File: config.mk
export PLATFORM = sky130hd
export DESIGN_NAME = game_flow_ctrl
export DESIGN_NICKNAME = d
export VERILOG_FILES = /design/src/rtl/game_pkg.sv /design/src/rtl/key_edge.sv /design/src/rtl/game_flow_ctrl.sv
export SDC_FILE = /design/constraint.sdc
export NUM_CORES = 1
export LEC_CHECK = 0
export ABC_AREA = 1
export BUFFER_PORTS_ARGS = -buffer_cell sky130_fd_sc_hd__buf_2
export CAP_MARGIN = 0
export CORE_MARGIN = 2
export CORE_UTILIZATION = 44
export DETAILED_ROUTE_END_ITERATION = 12
export PLACE_DENSITY = 0.73
export RECOVER_POWER = 25
export SETUP_SLACK_MARGIN = 0.02
export SLEW_MARGIN = 20
export SYNTH_ARGS = -nofsm -noshare
export SYNTH_HDL_FRONTEND = slang
export SYNTH_SLANG_ARGS = --single-unit
export TNS_END_PERCENT = 30
File: constraint.sdc
create_clock -name clk -period 2.2 [get_ports clk]
set_input_delay 0.55 -clock clk [delete_from_list [all_inputs] [get_ports clk]]
set_output_delay 0.55 -clock clk [all_outputs]
set_load 0.05 [all_outputs]
File: src/rtl/game_pkg.sv
// Shared screen codes and score arithmetic for the game-flow controller,
// the screen mux and the score display.
package game_pkg;

  typedef enum logic [2:0] {
    IDLE        = 3'd0,
    LEVEL_INTRO = 3'd1,
    PLAY        = 3'd2,
    PAUSE       = 3'd3,
    LEVEL_CLEAR = 3'd4,
    GAME_OVER   = 3'd5,
    GAME_WIN    = 3'd6
  } screen_t;

  // Clamps a + b to max; callers size max to their own score width.
  function automatic logic [31:0] sat_add(input logic [31:0] a,
                                          input logic [31:0] b,
                                          input logic [31:0] max);
    logic [32:0] sum;
    sum = {1'b0, a} + {1'b0, b};
    return (sum > {1'b0, max}) ? max : sum[31:0];
  endfunction

endpackage

File: src/rtl/key_edge.sv
// Registers a level-sensitive key and flags its rising edge, so a held
// key produces exactly one single-cycle action.
module key_edge (
  input  logic clk,
  input  logic reset,
  input  logic key,
  output logic rise
);

  logic key_d;

  always_ff @(posedge clk or posedge reset) begin
    if (reset) key_d <= 1'b0;
    else       key_d <= key;
  end

  assign rise = key & ~key_d;

endmodule

File: src/rtl/game_flow_ctrl.sv
// Game-flow controller: screen state, level, score, birds and pigs remaining,
// driven by pixel-collision requests and frame/shot pulses.
module game_flow_ctrl
  import game_pkg::*;
#(
  parameter  int NUM_PIGS         = 3,
  parameter  int NUM_BIRDS        = 10,
  parameter  int MAX_LEVEL        = 4,
  parameter  int SCORE_W          = 12,
  parameter  int SCORE_PER_HIT    = 48,
  parameter  int BONUS_PER_BIRD   = 5,
  parameter  int INTRO_FRAMES     = 60,
  parameter  int LAST_SHOT_FRAMES = 90,
  localparam int LEVEL_W          = $clog2(MAX_LEVEL + 1),
  localparam int BIRD_W           = $clog2(NUM_BIRDS + 1),
  localparam int PIG_W            = $clog2(NUM_PIGS + 1)
) (
  input  logic               clk,
  input  logic               reset,
  input  logic               startOfFrame,
  input  logic               drawing_request_bird,
  input  logic               drawing_request_pig,
  input  logic               drawing_request_fortress,
  input  logic               drawing_request_boarders,
  input  logic               shoot_bird_pulse,
  input  logic               start_key,
  input  logic               pause_key,
  input  logic               cheat_key,
  output logic [2:0]         screen,
  output logic [LEVEL_W-1:0] level,
  output logic [SCORE_W-1:0] score,
  output logic [BIRD_W-1:0]  birds_left,
  output logic [PIG_W-1:0]   pigs_left,
  output logic               hit_pulse,
  output logic               new_level_pulse,
  output logic               game_active
);

  localparam int TMR_MAX = (INTRO_FRAMES > LAST_SHOT_FRAMES) ? INTRO_FRAMES : LAST_SHOT_FRAMES;
  localparam int TMR_W   = $clog2(TMR_MAX + 1);
  localparam logic [31:0] SCORE_MAX = (32'd1 << SCORE_W) - 32'd1;

  screen_t            state, state_n;
  logic [LEVEL_W-1:0] level_n;
  logic [SCORE_W-1:0] score_n;
  logic [BIRD_W-1:0]  birds_n;
  logic [PIG_W-1:0]   pigs_n;
  logic [TMR_W-1:0]   timer, timer_n;
  logic               hit_flag, hit_flag_n, pig_flag, pig_flag_n;
  logic               hit_pulse_n, new_level_pulse_n;
  logic               start_rise, pause_rise, cheat_rise;
  logic               collide, pig_hit;

  key_edge u_start (.clk(clk), .reset(reset), .key(start_key), .rise(start_rise));
  key_edge u_pause (.clk(clk), .reset(reset), .key(pause_key), .rise(pause_rise));
  key_edge u_cheat (.clk(clk), .reset(reset), .key(cheat_key), .rise(cheat_rise));

  assign collide = drawing_request_bird &
                   (drawing_request_pig | drawing_request_fortress | drawing_request_boarders);
  assign pig_hit = (state == PLAY) & drawing_request_bird & drawing_request_pig & ~pig_flag;

  always_comb begin
    state_n           = state;
    level_n           = level;
    score_n           = score;
    birds_n           = birds_left;
    pigs_n            = pigs_left;
    timer_n           = timer;
    hit_flag_n        = hit_flag;
    pig_flag_n        = pig_flag;
    hit_pulse_n       = 1'b0;
    new_level_pulse_n = 1'b0;

    // Per-frame flags freeze together with everything else while paused.
    if (state != PAUSE) begin
      if (startOfFrame) begin
        hit_flag_n = 1'b0;
        pig_flag_n = 1'b0;
      end
      if (collide && !hit_flag) begin
        hit_pulse_n = 1'b1;
        hit_flag_n  = 1'b1;
      end
    end

    case (state)
      IDLE, GAME_OVER, GAME_WIN: begin
        if (start_rise) begin
          state_n           = LEVEL_INTRO;
          level_n           = '0;
          score_n           = '0;
          birds_n           = BIRD_W'(NUM_BIRDS);
          pigs_n            = PIG_W'(NUM_PIGS);
          timer_n           = '0;
          new_level_pulse_n = 1'b1;
        end
      end
      LEVEL_INTRO: begin
        if (startOfFrame) begin
          if (timer == TMR_W'(INTRO_FRAMES - 1)) begin
            state_n = PLAY;
            timer_n = '0;
          end else begin
            timer_n = timer + 1'b1;
          end
        end
      end
      PLAY: begin
        if (pause_rise) begin
          state_n = PAUSE;
        end else if (cheat_rise) begin
          state_n = LEVEL_CLEAR;
          timer_n = '0;
        end else begin
          if (shoot_bird_pulse && birds_left != '0) birds_n = birds_left - 1'b1;
          if (pig_hit) begin
            score_n    = SCORE_W'(sat_add(32'(score), 32'(SCORE_PER_HIT), SCORE_MAX));
            pigs_n     = pigs_left - 1'b1;
            pig_flag_n = 1'b1;
          end
          // Last pig outranks last bird: a clear is checked before the grace window.
          if (pig_hit && pigs_left == PIG_W'(1)) begin
            state_n = LEVEL_CLEAR;
            timer_n = '0;
          end else if (birds_n == '0 && pigs_n != '0) begin
            if (pig_hit) begin
              timer_n = '0;
            end else if (startOfFrame) begin
              if (timer == TMR_W'(LAST_SHOT_FRAMES - 1)) begin
                state_n = GAME_OVER;
                timer_n = '0;
              end else begin
                timer_n = timer + 1'b1;
              end
            end
          end else begin
            timer_n = '0;
          end
        end
      end
      PAUSE: begin
        if (pause_rise) state_n = PLAY;
      end
      LEVEL_CLEAR: begin
        if (birds_left == '0) begin
          if (level == LEVEL_W'(MAX_LEVEL)) begin
            state_n = GAME_WIN;
          end else begin
            state_n           = LEVEL_INTRO;
            level_n           = level + 1'b1;
            birds_n           = BIRD_W'(NUM_BIRDS);
            pigs_n            = PIG_W'(NUM_PIGS);
            timer_n           = '0;
            new_level_pulse_n = 1'b1;
          end
        end else if (startOfFrame) begin
          birds_n = birds_left - 1'b1;
          score_n = SCORE_W'(sat_add(32'(score), 32'(BONUS_PER_BIRD), SCORE_MAX));
        end
      end
      default: state_n = IDLE;
    endcase
  end

  always_ff @(posedge clk or posedge reset) begin
    if (reset) begin
      state           <= IDLE;
      level           <= '0;
      score           <= '0;
      birds_left      <= '0;
      pigs_left       <= '0;
      timer           <= '0;
      hit_flag        <= 1'b0;
      pig_flag        <= 1'b0;
      hit_pulse       <= 1'b0;
      new_level_pulse <= 1'b0;
    end else begin
      state           <= state_n;
      level           <= level_n;
      score           <= score_n;
      birds_left      <= birds_n;
      pigs_left       <= pigs_n;
      timer           <= timer_n;
      hit_flag        <= hit_flag_n;
      pig_flag        <= pig_flag_n;
      hit_pulse       <= hit_pulse_n;
      new_level_pulse <= new_level_pulse_n;
    end
  end

  assign screen      = state;
  assign game_active = (state == PLAY);

endmodule

==> flow_metrics.py <==
metrics = {
    "power": {
        "pwr_density_cell_mw_per_mm2": 1609,
        "leakagePower_nw": 1.835,
        "total_power_mw": 5.662,
        "ir_worst_vdd_v": 0.0008737,
    },
    "sta": {
        "tightest_slew_ns": 0.9507,
        "rsz0062_at_grt": "true",
        "skew_ns": 0.006784,
        "fmaxAchievable_ghz": 0.4774,
        "period_share_pct": 95.21,
        "finalMaxSlewViolations": 0,
        "fin_ws_ns": 0.1055,
        "finalSetupViolCount": 0,
        "min_period_ns": 2.095,
        "setup_tns_ns": 0,
        "finalHoldViolations": 0,
        "slew_headroom_pct": 36.62,
    },
    "grt": {
        "grt_busiest_layer": "met2",
        "grt_usage_pct": 19.85,
        "grt_pass1_wl_um": 11980,
        "grt_max_degree": 39,
        "grt_pass1_vias": 2719,
        "antenna_found_initial": 0,
        "grtUsageMet1_pct": 24.98,
        "gr-total-overflow": 0,
        "use_met3_pct": 2.571,
        "grtUsageMet2_pct": 35.80,
    },
    "place": {
        "io_buffers": 37,
        "gp_congestion": 0.8205,
        "placed_cells": 573,
        "post-place-ws_ns": 0.09930,
        "post_dp_cell_area_mm2": 0.003313,
        "hpwlAfterDp_um": 5457,
    },
    "routing": {
        "drt_iter0_markers": 162,
        "dr.pass1.iters": 4,
        "drc": 0,
        "ant_nets": 0,
        "vias": 3024,
        "wl_um": 7173,
        "viasPerCell": 5.178,
        "wl_per_cell_um": 12.28,
    },
    "setup_path": {
        "slowest_delay_ns": 0.50,
        "critical_path.max_fanout": 9,
        "cp-end-kind": "primary output",
        "crit_chain": "nor3_4 > buf_4 > buf_2",
        "critical_path_class": "flip-flop to primary output",
        "critPathSlowestCell": "dfrtp_2",
        "start_kind": "flip-flop",
        "cp.arrival_ns": 1.54,
        "worst_ep_required_time_ns": 1.65,
    },
    "cts": {
        "cts_tree": "yes",
        "htreeDepth": 2,
        "root_buffer": "clkbuf_8",
        "cts_buffers": 5,
        "cts_sinks": 38,
        "insertion_delay_ns": 0.29,
        "clk_pin_slew_worst_paths_ns": 0.08,
        "cts_buffer_depth": 2,
    },
    "synth": {
        "synth_top_area_cell": "dfrtp_1",
        "avgSynthCellArea_um2": 6.542,
        "synth-seq-area-share_pct": 31.95,
        "synth_area_mm2": 0.002977,
        "synth_warnings": 0,
        "ys_ff_latch": 38,
        "syn-num-nets": 477,
        "syn-instance-count": 455,
        "yosys-top-cells-area": "dfrtp_1 32%, nand2_1 18%, inv_1 7.1%",
        "synth_cell_types": 37,
        "netlist.area_leader.share_pct": 31.95,
    },
    "floorplan": {
        "dieHeight_um": 86.25,
        "rows": 29,
        "core-area_mm2": 0.006459,
        "start_util_pct": 46.09,
        "io_pins": 38,
        "dieArea_mm2": 0.007439,
        "die-width_um": 86.25,
    },
    "job": {
        "maxCapViolations": 0,
    },
    "cells_and_area": {
        "design_area_mm2": 0.003520,
        "drive_gt1_share_pct": 18.15,
        "antenna_cells": 0,
        "final_cell_mix": "138 x nand2_1, 56 x inv_1, 46 x nor2_1",
        "nets": 528,
        "fillers": 640,
        "instances_no_fill": 584,
        "area_delta_synth_final_pct": 18.24,
        "layout_commonest_cell": "nand2_1",
    },
    "status": {
        "status": "completed",
    },
    "min_path": {
        "min_path_type": "input pin to flip-flop",
    },
}
## power breakdown
| group | internal [mW] | switching, mW | leakage, nW |
|---|---|---|---|
| combinational | 1.13 | 2.54 | 1.29 |
| clock | 0.484 | 0.248 | 0.0714 |
| sequential | 0.944 | 0.313 | 0.471 |
## area by class of cell
type                            count  area (um2)  share of cell area [%]
Clock buffer                        6       82.58                   2.346
Clock inverter                      2       60.06                   1.706
Inverter                           64       240.2                   6.825
Multi-Input combinational cell    348        1798                   51.08
Sequential cell                    38       957.2                   27.20
Tap cell                           77       96.34                   2.737
Timing Repair Buffer               49       285.3                   8.105
## registers in the layout, indices dropped and copies added (netlist names), 2 cells and up
register / flops
score: 12
timer: 7
birds_left: 4
level: 3
screen: 3
pigs_left: 2
## synth_stat cells (all sizes together)
cell type	number
clkinv	3
a311oi	1
inv	61
o22ai	2
buf	4
nand3	42
nand3b	7
dfrtp	38
nor3	6
nand2	142
nor2	53
o41ai	1
nand4	9
xor2	8
and3	1
o21ai	32
clkbuf	2
a31oi	4
o311ai	1
nor3b	1
a21oi	22
or2	1
xnor2	2
o21a	1
ha	11
## cells by family after synthesis
kind of cell | synth area share [%]
AND/OR/NAND/NOR | 38.97
buffers and inverters | 9.205
flip-flops | 31.95
AO/OA/AOI/OAI | 12.32
XOR/XNOR | 2.943
adder cells (fa/ha/maj) | 4.624
## critical path: cells and delay by family, from the launching register on
kind,cells,cell delay (ns)
AND/OR/NAND/NOR,1,0.27
flip-flops,1,0.50
buffers and inverters,2,0.49
## final timing paths
| kind | startpoint | to | slack (ns) | depth (start not counted) |
|---|---|---|---|---|
| worst max-delay path | screen[2]$_DFFE_PP0P_ | game_active | 0.11 | 3 |
| worst min-delay path | start_key | u_start.key_d$_DFF_PP0_ | 0.37 | 1 |
| worst max register to register | birds_left[0]$_DFFE_PP0P_ | timer[6]$_DFFE_PP0P_ | 0.13 | 11 |
| worst min register to register | hit_flag$_DFFE_PP0P_ | hit_flag$_DFFE_PP0P_ | 0.53 | 2 |
| max in group asynchronous | reset | birds_left[0]$_DFFE_PP0P_ | 1.01 | 3 |
| min in group asynchronous | reset | score[8]$_DFFE_PP0P_ | 0.54 | 3 |
## layer usage
layer,up-vias,wire length (um)
met5,-,0
met4,0,78
met3,6,191
met2,48,3540
met1,1396,3363
li1,1574,-
## timing repair
item | 4_1_cts | 5_1_grt
resized for setup | 0 | 15
endpoints found under the setup margin | 0 | 22
buffers inserted | 0 | 2
hold buffers | 0 | 0
## stage by stage
step | hold slack, ns | utilization (%)
global route | 0.3598 | 54.49
CTS | 0.3690 | 53.51
detailed placement | 0.5079 | 51.30
floorplan | 0.4711 | -
finish | 0.3747 | 54.49
global placement | 0.4976 | 51.30
Power figures use the tool's default switching activity.
